==> src/rtl/or1200_wb_arbiter.sv <==
// Two-master Wishbone arbiter: round-robin grant of one shared slave port,
// with a stall watchdog that ends a hung strobe with an error.
module or1200_wb_arbiter #(
    parameter int AW      = 32,
    parameter int DW      = 32,
    parameter int TIMEOUT = 255
) (
    input  logic            clk_i,
    input  logic            rst_i,

    input  logic            m0_cyc_i,
    input  logic            m0_stb_i,
    input  logic            m0_we_i,
    input  logic [AW-1:0]   m0_adr_i,
    input  logic [DW-1:0]   m0_dat_i,
    input  logic [DW/8-1:0] m0_sel_i,
    output logic [DW-1:0]   m0_dat_o,
    output logic            m0_ack_o,
    output logic            m0_err_o,

    input  logic            m1_cyc_i,
    input  logic            m1_stb_i,
    input  logic            m1_we_i,
    input  logic [AW-1:0]   m1_adr_i,
    input  logic [DW-1:0]   m1_dat_i,
    input  logic [DW/8-1:0] m1_sel_i,
    output logic [DW-1:0]   m1_dat_o,
    output logic            m1_ack_o,
    output logic            m1_err_o,

    output logic            s_cyc_o,
    output logic            s_stb_o,
    output logic            s_we_o,
    output logic [AW-1:0]   s_adr_o,
    output logic [DW-1:0]   s_dat_o,
    output logic [DW/8-1:0] s_sel_o,
    input  logic [DW-1:0]   s_dat_i,
    input  logic            s_ack_i,
    input  logic            s_err_i,

    output logic [1:0]      gnt_o,
    output logic            busy_o
);

    // state | meaning
    // IDLE  | no grant held, slave port quiet
    // GNT0  | master 0 (instruction) owns the slave port
    // GNT1  | master 1 (data) owns the slave port
    typedef enum logic [1:0] {
        IDLE = 2'd0,
        GNT0 = 2'd1,
        GNT1 = 2'd2
    } state_t;

    state_t     state, state_nxt;
    logic       last_gnt;           // 1: master 1 was granted most recently
    logic [7:0] tmo_cnt, tmo_cnt_nxt;
    logic       tmo_hit;

    assign tmo_hit = (state != IDLE) && (tmo_cnt == 8'(TIMEOUT));

    always_ff @(posedge clk_i or posedge rst_i) begin
        if (rst_i) begin
            state    <= IDLE;
            last_gnt <= 1'b1;
            tmo_cnt  <= 8'd0;
        end else begin
            state   <= state_nxt;
            tmo_cnt <= tmo_cnt_nxt;
            if ((state_nxt != IDLE) && (state_nxt != state))
                last_gnt <= (state_nxt == GNT1);
        end
    end

    always_comb begin
        state_nxt = state;
        case (state)
            IDLE: begin
                if (m0_cyc_i && m1_cyc_i)
                    state_nxt = last_gnt ? GNT0 : GNT1;
                else if (m0_cyc_i)
                    state_nxt = GNT0;
                else if (m1_cyc_i)
                    state_nxt = GNT1;
            end
            GNT0: begin
                if (!m0_cyc_i)
                    state_nxt = m1_cyc_i ? GNT1 : IDLE;
            end
            GNT1: begin
                if (!m1_cyc_i)
                    state_nxt = m0_cyc_i ? GNT0 : IDLE;
            end
            default: state_nxt = IDLE;
        endcase
    end

    always_comb begin
        s_cyc_o  = 1'b0;
        s_stb_o  = 1'b0;
        s_we_o   = 1'b0;
        s_adr_o  = '0;
        s_dat_o  = '0;
        s_sel_o  = '0;
        m0_ack_o = 1'b0;
        m0_err_o = 1'b0;
        m1_ack_o = 1'b0;
        m1_err_o = 1'b0;
        gnt_o    = 2'b00;
        case (state)
            GNT0: begin
                s_cyc_o  = m0_cyc_i;
                s_stb_o  = m0_stb_i & ~tmo_hit;
                s_we_o   = m0_we_i;
                s_adr_o  = m0_adr_i;
                s_dat_o  = m0_dat_i;
                s_sel_o  = m0_sel_i;
                m0_ack_o = s_ack_i & ~s_err_i & ~tmo_hit;
                m0_err_o = s_err_i | tmo_hit;
                gnt_o    = 2'b01;
            end
            GNT1: begin
                s_cyc_o  = m1_cyc_i;
                s_stb_o  = m1_stb_i & ~tmo_hit;
                s_we_o   = m1_we_i;
                s_adr_o  = m1_adr_i;
                s_dat_o  = m1_dat_i;
                s_sel_o  = m1_sel_i;
                m1_ack_o = s_ack_i & ~s_err_i & ~tmo_hit;
                m1_err_o = s_err_i | tmo_hit;
                gnt_o    = 2'b10;
            end
            default: ;
        endcase
    end

    // A grant change or a watchdog firing restarts the stall count.
    always_comb begin
        if ((state_nxt != state) || tmo_hit)
            tmo_cnt_nxt = 8'd0;
        else if (s_stb_o && !s_ack_i && !s_err_i)
            tmo_cnt_nxt = tmo_cnt + 8'd1;
        else
            tmo_cnt_nxt = 8'd0;
    end

    assign busy_o   = |gnt_o;
    assign m0_dat_o = s_dat_i;
    assign m1_dat_o = s_dat_i;

endmodule

==> config.mk <==
export PLATFORM = sky130hd
export DESIGN_NAME = or1200_wb_arbiter
export DESIGN_NICKNAME = d
export VERILOG_FILES = /design/src/rtl/or1200_wb_arbiter.sv
export SDC_FILE = /design/constraint.sdc
export NUM_CORES = 1
export LEC_CHECK = 0
export BUFFER_PORTS_ARGS = -buffer_cell sky130_fd_sc_hd__buf_2
export CAP_MARGIN = 20
export CORE_AREA = 2 2 125 127
export DETAILED_ROUTE_END_ITERATION = 8
export DIE_AREA = 0 0 127 129
export GPL_ROUTABILITY_DRIVEN = 0
export PLACE_DENSITY = 0.51
export RECOVER_POWER = 50
export SYNTH_ARGS = -nofsm -noshare
export SYNTH_HDL_FRONTEND = slang
export SYNTH_SLANG_ARGS = --single-unit
==> constraint.sdc <==
create_clock -name clk_i -period 4.2 [get_ports clk_i]
set_clock_uncertainty 0.05 [all_clocks]
set_input_delay 0.42 -clock clk_i [delete_from_list [all_inputs] [get_ports clk_i]]
set_output_delay 0.42 -clock clk_i [all_outputs]
set_load 0.02 [all_outputs]
==> results of run 1 <==
layout make-up:
cell class | count | area (um^2)
Multi-Input combinational cell | 213 | 1470
Timing Repair Buffer | 228 | 1150
Fill cell | 1714 | 11700
Tap cell | 188 | 235
Sequential cell | 11 | 277
Clock inverter | 1 | 5.00
Clock buffer | 3 | 75.1
Inverter | 6 | 22.5
routing by layer:
metal	vias up	wire, um	global-route usage
met3	6	736	0.0141
met1	1268	3890	0.126
met4	0	33	0.00970
met5	-	0	0
li1	1338	-	-
met2	153	5200	0.203
through the flow:
step           worst slack [ns]  power, mW  hold WS [ns]  utilization  cell area, um^2
2_1_floorplan              1.82       1.44         0.222            -             2340
3_3_place_gp               1.46       1.92         0.391        0.211             3170
3_5_place_dp               1.43       1.91         0.385        0.211             3170
4_1_cts                    1.17       2.09         0.134        0.217             3250
5_1_grt                   0.915       2.23         0.153        0.216             3230
6_report                   1.18       2.06         0.128        0.216             3230
cell usage after synthesis, types with 2 or more instances:
master     n  share of area
nand4_1    2         0.0053
ha_1       7          0.037
buf_4     64           0.21
and3_1     4          0.011
xor2_1     5          0.019
inv_1      6         0.0096
buf_1      4         0.0064
nand3_1    3         0.0064
nor2_1    13          0.021
a21oi_1    3         0.0064
nand3b_1   2         0.0064
and2_1     2         0.0053
nor2b_1   72           0.19
clkbuf_1  18          0.029
o21ai_0    4         0.0085
buf_2      2         0.0043
dfrtp_1   10           0.11
nand2_1    7          0.011
nand2b_1   2         0.0053
a31oi_1    2         0.0053
a22oi_1   70           0.22
state kept, by name, summed over array words and instances, names as in the netlist:
name and flops:
tmo_cnt 8, last_gnt 1, state 2
power by group through the flow:
stage	clock [mW]	combinational (mW)	sequential, mW
2_1_floorplan	0	1.29	0.149
5_1_grt	0.182	1.89	0.161
3_3_place_gp	0	1.77	0.157
6_report	0.172	1.73	0.155
4_1_cts	0.175	1.76	0.155
3_5_place_dp	0	1.76	0.157
critical path, delay by kind of cell (launching register included):
family / cells / cell delay, ns
adders and majority gates: 1 / 0.63
DFF: 1 / 0.47
AOI/OAI and AO/OA: 1 / 0.20
buffers and inverters: 3 / 0.84
and+or+nand+nor: 1 / 0.14
worst paths after layout:
| check | to | slack (ns) | depth (start not counted) |
|---|---|---|---|
| max | s_dat_o[21] | 1.18 | 6 |
| min | tmo_cnt[6]$_DFF_PP0_ | 0.13 | 2 |
| max reg2reg | tmo_cnt[3]$_DFF_PP0_ | 1.32 | 8 |
| min reg2reg | tmo_cnt[0]$_DFF_PP0_ | 0.41 | 1 |
| max in group asynchronous | last_gnt$_DFFE_PP1P_ | 3.64 | 2 |
| min in group clk_i | tmo_cnt[0]$_DFF_PP0_ | 0.41 | 1 |
kinds of logic (layout without fill, tap and decap cells):
kind of cell,count (synthesis),after routing,synth area share
AOI/OAI and AO/OA,86,86,0.272
xor gates and xnor gates,7,7,0.0294
adders and majority gates,7,7,0.0374
buffers and inverters,94,238,0.254
DFF,11,11,0.118
muxes,2,2,0.00908
and+or+nand+nor,111,111,0.280
layout by cell type (no fill, tap or decap), types with 3 or more instances in the layout:
master,netlist,routed
xor2_1,5,5
clkbuf_16,0,3
nor2_1,13,13
nor2b_1,72,72
a31oi_1,2,3
nand2_1,7,7
dfrtp_1,10,10
nand3_1,3,3
and3_1,4,4
buf_2,2,221
buf_4,64,5
inv_1,6,6
a21oi_1,3,3
a22oi_1,70,70
o21ai_0,4,4
ha_1,7,5
==> metrics.json, run 1 <==
{
  "run_status": {"value": "complete, no violations"},
  "switching_power": {"value": 1.13, "unit": "mW"},
  "dominantRegCellSynth": {"value": "dfrtp_1"},
  "comb_power_share": {"value": 0.841},
  "post_synth_instance_area": {"value": 2340, "unit": "um^2"},
  "peak_supply_drop": {"value": 0.000317, "unit": "V"},
  "routed_wire_length_per_instance": {"value": 15.2, "unit": "um"},
  "effective_utilization_at_floorplan": {"value": 0.156},
  "worstSetupStartpoint": {"value": "state[1]$_DFF_PP0_"},
  "cts_tree": {"value": "yes"},
  "grt_usage": {"value": 0.104},
  "grt_antenna_before_repair": {"value": 0},
  "cts_post_setup_buffers_inserted": {"value": 0},
  "post_detailed_placement_half_perimeter_wirelength": {"value": 8.07, "unit": "mm"},
  "placement.io_buffers": {"value": 223},
  "ys.warnings.count": {"value": 0},
  "p_sw_frac": {"value": 0.547},
  "synth_area_per_cell": {"value": 7.37, "unit": "um^2"},
  "clk-insertion-delay-late": {"value": 0.24, "unit": "ns"},
  "timing.critical_path.cells": {"value": "inv_1 > ha_1 > buf_4 > a22oi_1 > nor2b_1 > buf_2"},
  "final.period_utilization": {"value": 0.718},
  "arrival": {"value": 2.55, "unit": "ns"},
  "cts.htree.levels": {"value": 1},
  "hold_class": {"value": "in2async"},
  "worst-setup-path-type": {"value": "reg2out"},
  "largest_stage_delay_on_the_critical_path": {"value": 0.63, "unit": "ns"},
  "synth_enable_flop_cells": {"value": 0},
  "cts.repair.resized": {"value": 0},
  "synth.lib_cells_used.distinct": {"value": 37},
  "synth.net_count": {"value": 503},
  "worst_setup_path_start_kind": {"value": "flip-flop"},
  "grt_max_degree": {"value": 57},
  "grt_pass1_wl": {"value": 13.7, "unit": "mm"},
  "unrepaired_setup_endpoints_after_global_routing": {"value": "no"},
  "detail_route.iter0.violations": {"value": 113},
  "numClockSinks": {"value": 11},
  "cap_violations": {"value": 0},
  "clk_pin_slew": {"value": 0.04, "unit": "ns"},
  "f_max": {"value": 331, "unit": "MHz"},
  "grt_pass1_vias": {"value": 2508},
  "timing.critical_path.required": {"value": 3.73, "unit": "ns"},
  "power.internal": {"value": 0.931, "unit": "mW"},
  "area_growth": {"value": 38.1, "unit": "%"},
  "gr-total-overflow": {"value": 0},
  "synthArstFlopShare": {"value": 1.00},
  "drive_gt1_frac": {"value": 0.515},
  "dr_total_vias": {"value": 2765},
  "slew_limit_fails": {"value": 0},
  "viasPerCell": {"value": 4.25},
  "hold_violation_count_in_the_final_report": {"value": 0},
  "post-route-min-period": {"value": 3.02, "unit": "ns"},
  "die-area": {"value": 16400, "unit": "um^2"},
  "max_slew_margin": {"value": 0.434},
  "p_leak": {"value": 1.63, "unit": "nW"},
  "fin_nets": {"value": 648},
  "cts.root.buffer_cell": {"value": "clkbuf_16"},
  "postSynthCellCount": {"value": 318},
  "yosys_register_bits": {"value": 11},
  "placeableCoreArea": {"value": 15000, "unit": "um^2"},
  "placement_rows": {"value": 45},
  "sequential_cell_fraction_of_total_power": {"value": 0.075},
  "final.setup.tns": {"value": 0, "unit": "ns"},
  "detail_route.wirelength": {"value": 9.86, "unit": "mm"},
  "clkPwrFrac": {"value": 0.084},
  "num_antenna_cells": {"value": 0},
  "finalSetupViolations": {"value": 0},
  "synth_sequential_area_ratio": {"value": 0.118},
  "worstMarginPinSlew": {"value": 0.850, "unit": "ns"},
  "critPathSlowestCell": {"value": "ha_1"},
  "final-instance-count-excl-fill": {"value": 650},
  "ports": {"value": 320},
  "tritoncts.num_buffers": {"value": 3},
  "die_y": {"value": 129, "unit": "um"},
  "worst_setup_path_end_kind": {"value": "primary output"},
  "clk_path_buf_depth": {"value": 2},
  "worstReg2RegStart": {"value": "state[1]$_DFF_PP0_"},
  "dp.cells": {"value": 646},
  "power_density": {"value": 636, "unit": "nW/um^2"},
  "chipWidth": {"value": 127, "unit": "um"},
  "detail_route.first_pass.iterations": {"value": 4},
  "path_max_fanout": {"value": 32},
  "cts_hold_repair.buffers": {"value": 0},
  "drc": {"value": 0},
  "antenna_left": {"value": 0}
}
Power figures use the tool's default switching activity.
==> run 2: changes to the inputs <==
- CORE_AREA: 2 2 125 127 -> 2 2 124 126
- DIE_AREA: 0 0 127 129 -> 0 0 126 128
- PLACE_DENSITY: 0.51 -> 0.54
- clock period: 4.2 -> 2.5 ns (I/O delays scaled with it)
==> metrics.json, run 2 (synthesized netlist as in run 1, its figures left out) <==
{
  "slew_limit_fails": {"value": 0, "change": "unchanged"},
  "sequential_cell_fraction_of_total_power": {"value": 0.068, "change": "-0.007"},
  "power.internal": {"value": 1.66, "unit": "mW", "change": "+78%"},
  "mostFrequentLayoutCells": {"value": "buf_2 (220), nor2b_1 (72), a22oi_1 (70), nor2_1 (13), buf_4 (11)"},
  "grt_pass1_wl": {"value": 14.1, "unit": "mm", "change": "+2.7%"},
  "comb_power_share": {"value": 0.850, "change": "+0.009"},
  "peak_supply_drop": {"value": 0.000528, "unit": "V", "change": "+67%"},
  "viasPerCell": {"value": 4.28, "change": "+0.52%"},
  "placeableCoreArea": {"value": 14900, "unit": "um^2", "change": "-0.75%"},
  "die_y": {"value": 128, "unit": "um", "change": "-0.78%"},
  "worst_setup_path_start_kind": {"value": "flip-flop"},
  "worstMarginPinSlew": {"value": 0.466, "unit": "ns", "change": "-0.384 ns"},
  "clk_path_buf_depth": {"value": 2, "change": "unchanged"},
  "grt_pass1_vias": {"value": 2636, "change": "+5.1%"},
  "crit_end": {"value": "s_adr_o[30]"},
  "grt_most_used_layer": {"value": "met2"},
  "path_max_fanout": {"value": 39, "change": "+22%"},
  "run_status": {"value": "complete, no violations"},
  "drive_gt1_frac": {"value": 0.520, "change": "+0.00502"},
  "placed_area": {"value": 3250, "unit": "um^2", "change": "+2.7%"},
  "grt_max_degree": {"value": 46, "change": "-19%"},
  "final.period_utilization": {"value": 0.913},
  "largest_registers": {"value": "tmo_cnt: 8 flops, state: 2 flops, last_gnt: 1 flops"},
  "worstSetupStartpoint": {"value": "state[1]$_DFF_PP0_"},
  "cts.htree.levels": {"value": 1, "change": "unchanged"},
  "post-route-min-period": {"value": 2.28, "unit": "ns"},
  "tritoncts.num_buffers": {"value": 3, "change": "unchanged"},
  "chipWidth": {"value": 126, "unit": "um", "change": "-0.79%"},
  "hold_class": {"value": "reg2reg"},
  "fin_total_pwr": {"value": 3.58, "unit": "mW", "change": "+74%"},
  "cts.root.buffer_cell": {"value": "clkbuf_16"},
  "timing.critical_path.required": {"value": 2.20, "unit": "ns", "change": "-1.53 ns"},
  "clkPwrFrac": {"value": 0.083, "change": "about the same"},
  "unrepaired_setup_endpoints_after_global_routing": {"value": "no"},
  "r2r-end": {"value": "tmo_cnt[6]$_DFF_PP0_"},
  "grt_antenna_before_repair": {"value": 0, "change": "unchanged"},
  "largest_register_ff_count": {"value": 8, "change": "unchanged"},
  "fillers": {"value": 1682, "change": "-1.9%"},
  "power_density": {"value": 1070, "unit": "nW/um^2", "change": "+68%"},
  "clk_pin_slew": {"value": 0.05, "unit": "ns", "change": "about the same"},
  "effective_utilization_at_floorplan": {"value": 0.158, "change": "+0.00118"},
  "worst_setup_path_end_kind": {"value": "primary output"},
  "hold_violation_count_in_the_final_report": {"value": 0, "change": "unchanged"},
  "detail_route.iter0.violations": {"value": 80, "change": "-29%"},
  "gr-total-overflow": {"value": 0, "change": "unchanged"},
  "arrival": {"value": 1.98, "unit": "ns", "change": "-0.57 ns"},
  "detail_route.first_pass.iterations": {"value": 4, "change": "unchanged"},
  "f_max": {"value": 438, "unit": "MHz"},
  "p_sw_frac": {"value": 0.536, "change": "-0.0116"},
  "largest_register": {"value": "tmo_cnt"},
  "fin_nets": {"value": 657, "change": "+1.4%"},
  "numClockSinks": {"value": 11, "change": "unchanged"},
  "placement_rows": {"value": 45, "change": "unchanged"},
  "post_detailed_placement_half_perimeter_wirelength": {"value": 7.92, "unit": "mm", "change": "-1.9%"},
  "p_leak": {"value": 1.68, "unit": "nW", "change": "+2.6%"},
  "drc": {"value": 0, "change": "unchanged"},
  "routed_wire_length_per_instance": {"value": 14.5, "unit": "um", "change": "-4.5%"},
  "cts_post_setup_buffers_inserted": {"value": 0, "change": "unchanged"},
  "switching_power": {"value": 1.92, "unit": "mW", "change": "+70%"},
  "clk-insertion-delay-late": {"value": 0.24, "unit": "ns", "change": "about the same"},
  "reg2reg_depth": {"value": 7, "change": "-1"},
  "most_frequent_standard_cell_in_the_layout_excluding_fill_and_tap_cells": {"value": "buf_2"},
  "grt.met2_usage": {"value": 0.200, "change": "-0.00285"},
  "detail_route.wirelength": {"value": 9.55, "unit": "mm", "change": "-3.2%"},
  "finalSetupViolations": {"value": 0, "change": "unchanged"},
  "grt_util_met3": {"value": 0.0159, "change": "+0.00172"},
  "die-area": {"value": 16100, "unit": "um^2", "change": "-1.6%"},
  "final.setup.tns": {"value": 0, "unit": "ns", "change": "unchanged"},
  "area_growth": {"value": 42.8, "unit": "%"},
  "finalInstanceArea": {"value": 3340, "unit": "um^2", "change": "+3.4%"},
  "worstReg2RegStart": {"value": "state[0]$_DFF_PP0_"},
  "cts_tree": {"value": "yes"},
  "worst-setup-path-type": {"value": "reg2out"},
  "globalRouteMet1Util": {"value": 0.133, "change": "+0.00672"},
  "antenna_left": {"value": 0, "change": "unchanged"},
  "dr_total_vias": {"value": 2818, "change": "+1.9%"},
  "cap_violations": {"value": 0, "change": "unchanged"},
  "placement.io_buffers": {"value": 223, "change": "unchanged"},
  "final.hold.worst_slack": {"value": 0.397, "unit": "ns", "change": "+0.269 ns"},
  "max_slew_margin": {"value": 0.689, "change": "+0.255"},
  "grt_usage": {"value": 0.108, "change": "+0.00338"},
  "r2r_setup_slack": {"value": 0.31, "unit": "ns", "change": "-1.01 ns"},
  "ports": {"value": 320, "change": "unchanged"},
  "num_antenna_cells": {"value": 0, "change": "unchanged"}
}
## run 2: final cells by class
class / count / area (um^2) / area share
Timing Repair Buffer: 237 / 1240 / 0.372
Clock buffer: 4 / 78.8 / 0.0236
Tap cell: 188 / 235 / 0.0703
Multi-Input combinational cell: 213 / 1490 / 0.444
Sequential cell: 11 / 277 / 0.0827
Inverter: 6 / 22.5 / 0.00673
## run 2: worst min-delay path by stage
stage,cells past startpoint,endpoint,start
global placement,2,state[0]$_DFF_PP0_,rst_i
detailed placement,2,state[0]$_DFF_PP0_,rst_i
floorplan,1,state[0]$_DFF_PP0_,rst_i
global route,1,tmo_cnt[0]$_DFF_PP0_,tmo_cnt[0]$_DFF_PP0_
finish,1,tmo_cnt[0]$_DFF_PP0_,tmo_cnt[0]$_DFF_PP0_
CTS,1,tmo_cnt[0]$_DFF_PP0_,tmo_cnt[0]$_DFF_PP0_
## run 2: worst max-delay path, cell delays in order, from the launching register on
cell,delay (ns)
dfrtp_1,0.41
inv_1,0.19
ha_2,0.30
buf_12,0.21
buf_4,0.18
a22oi_1,0.10
nor2b_1,0.14
buf_2,0.18
## run 2: timing repair
| item | 4_1_cts | 5_1_grt |
|---|---|---|
| resized for setup | 0 | 1 |
| hold buffers | 1 | 0 |
| hold endpoints to repair | 10 | 0 |
| setup endpoints to repair | 0 | 1 |
## run 2: routing by layer
| metal | share of wire | up-vias |
|---|---|---|
| met2 | 0.51 | 142 |
| met1 | 0.41 | 1290 |
| met5 | 0 | - |
| li1 | - | 1357 |
| met4 | 0.016 | 0 |
| met3 | 0.065 | 29 |
## run 2: power groups by stage
stage | sequential, mW | clock (mW) | combinational [mW]
after floorplan | 0.250 | 0 | 2.17
after global placement | 0.244 | 0 | 3.10
after detailed placement | 0.244 | 0 | 3.09
after CTS | 0.241 | 0.298 | 3.11
after global routing | 0.246 | 0.311 | 3.34
final | 0.242 | 0.296 | 3.04
## run 2: metrics by stage
stage / std cells / utilization / setup slack, ns
after CTS: 659 / 0.225 / 0.168
after global placement: 654 / 0.219 / 0.361
after detailed placement: 654 / 0.219 / 0.334
after global routing: 659 / 0.225 / 0.0454
after floorplan: 318 / - / 0.287
final: 659 / 0.225 / 0.219
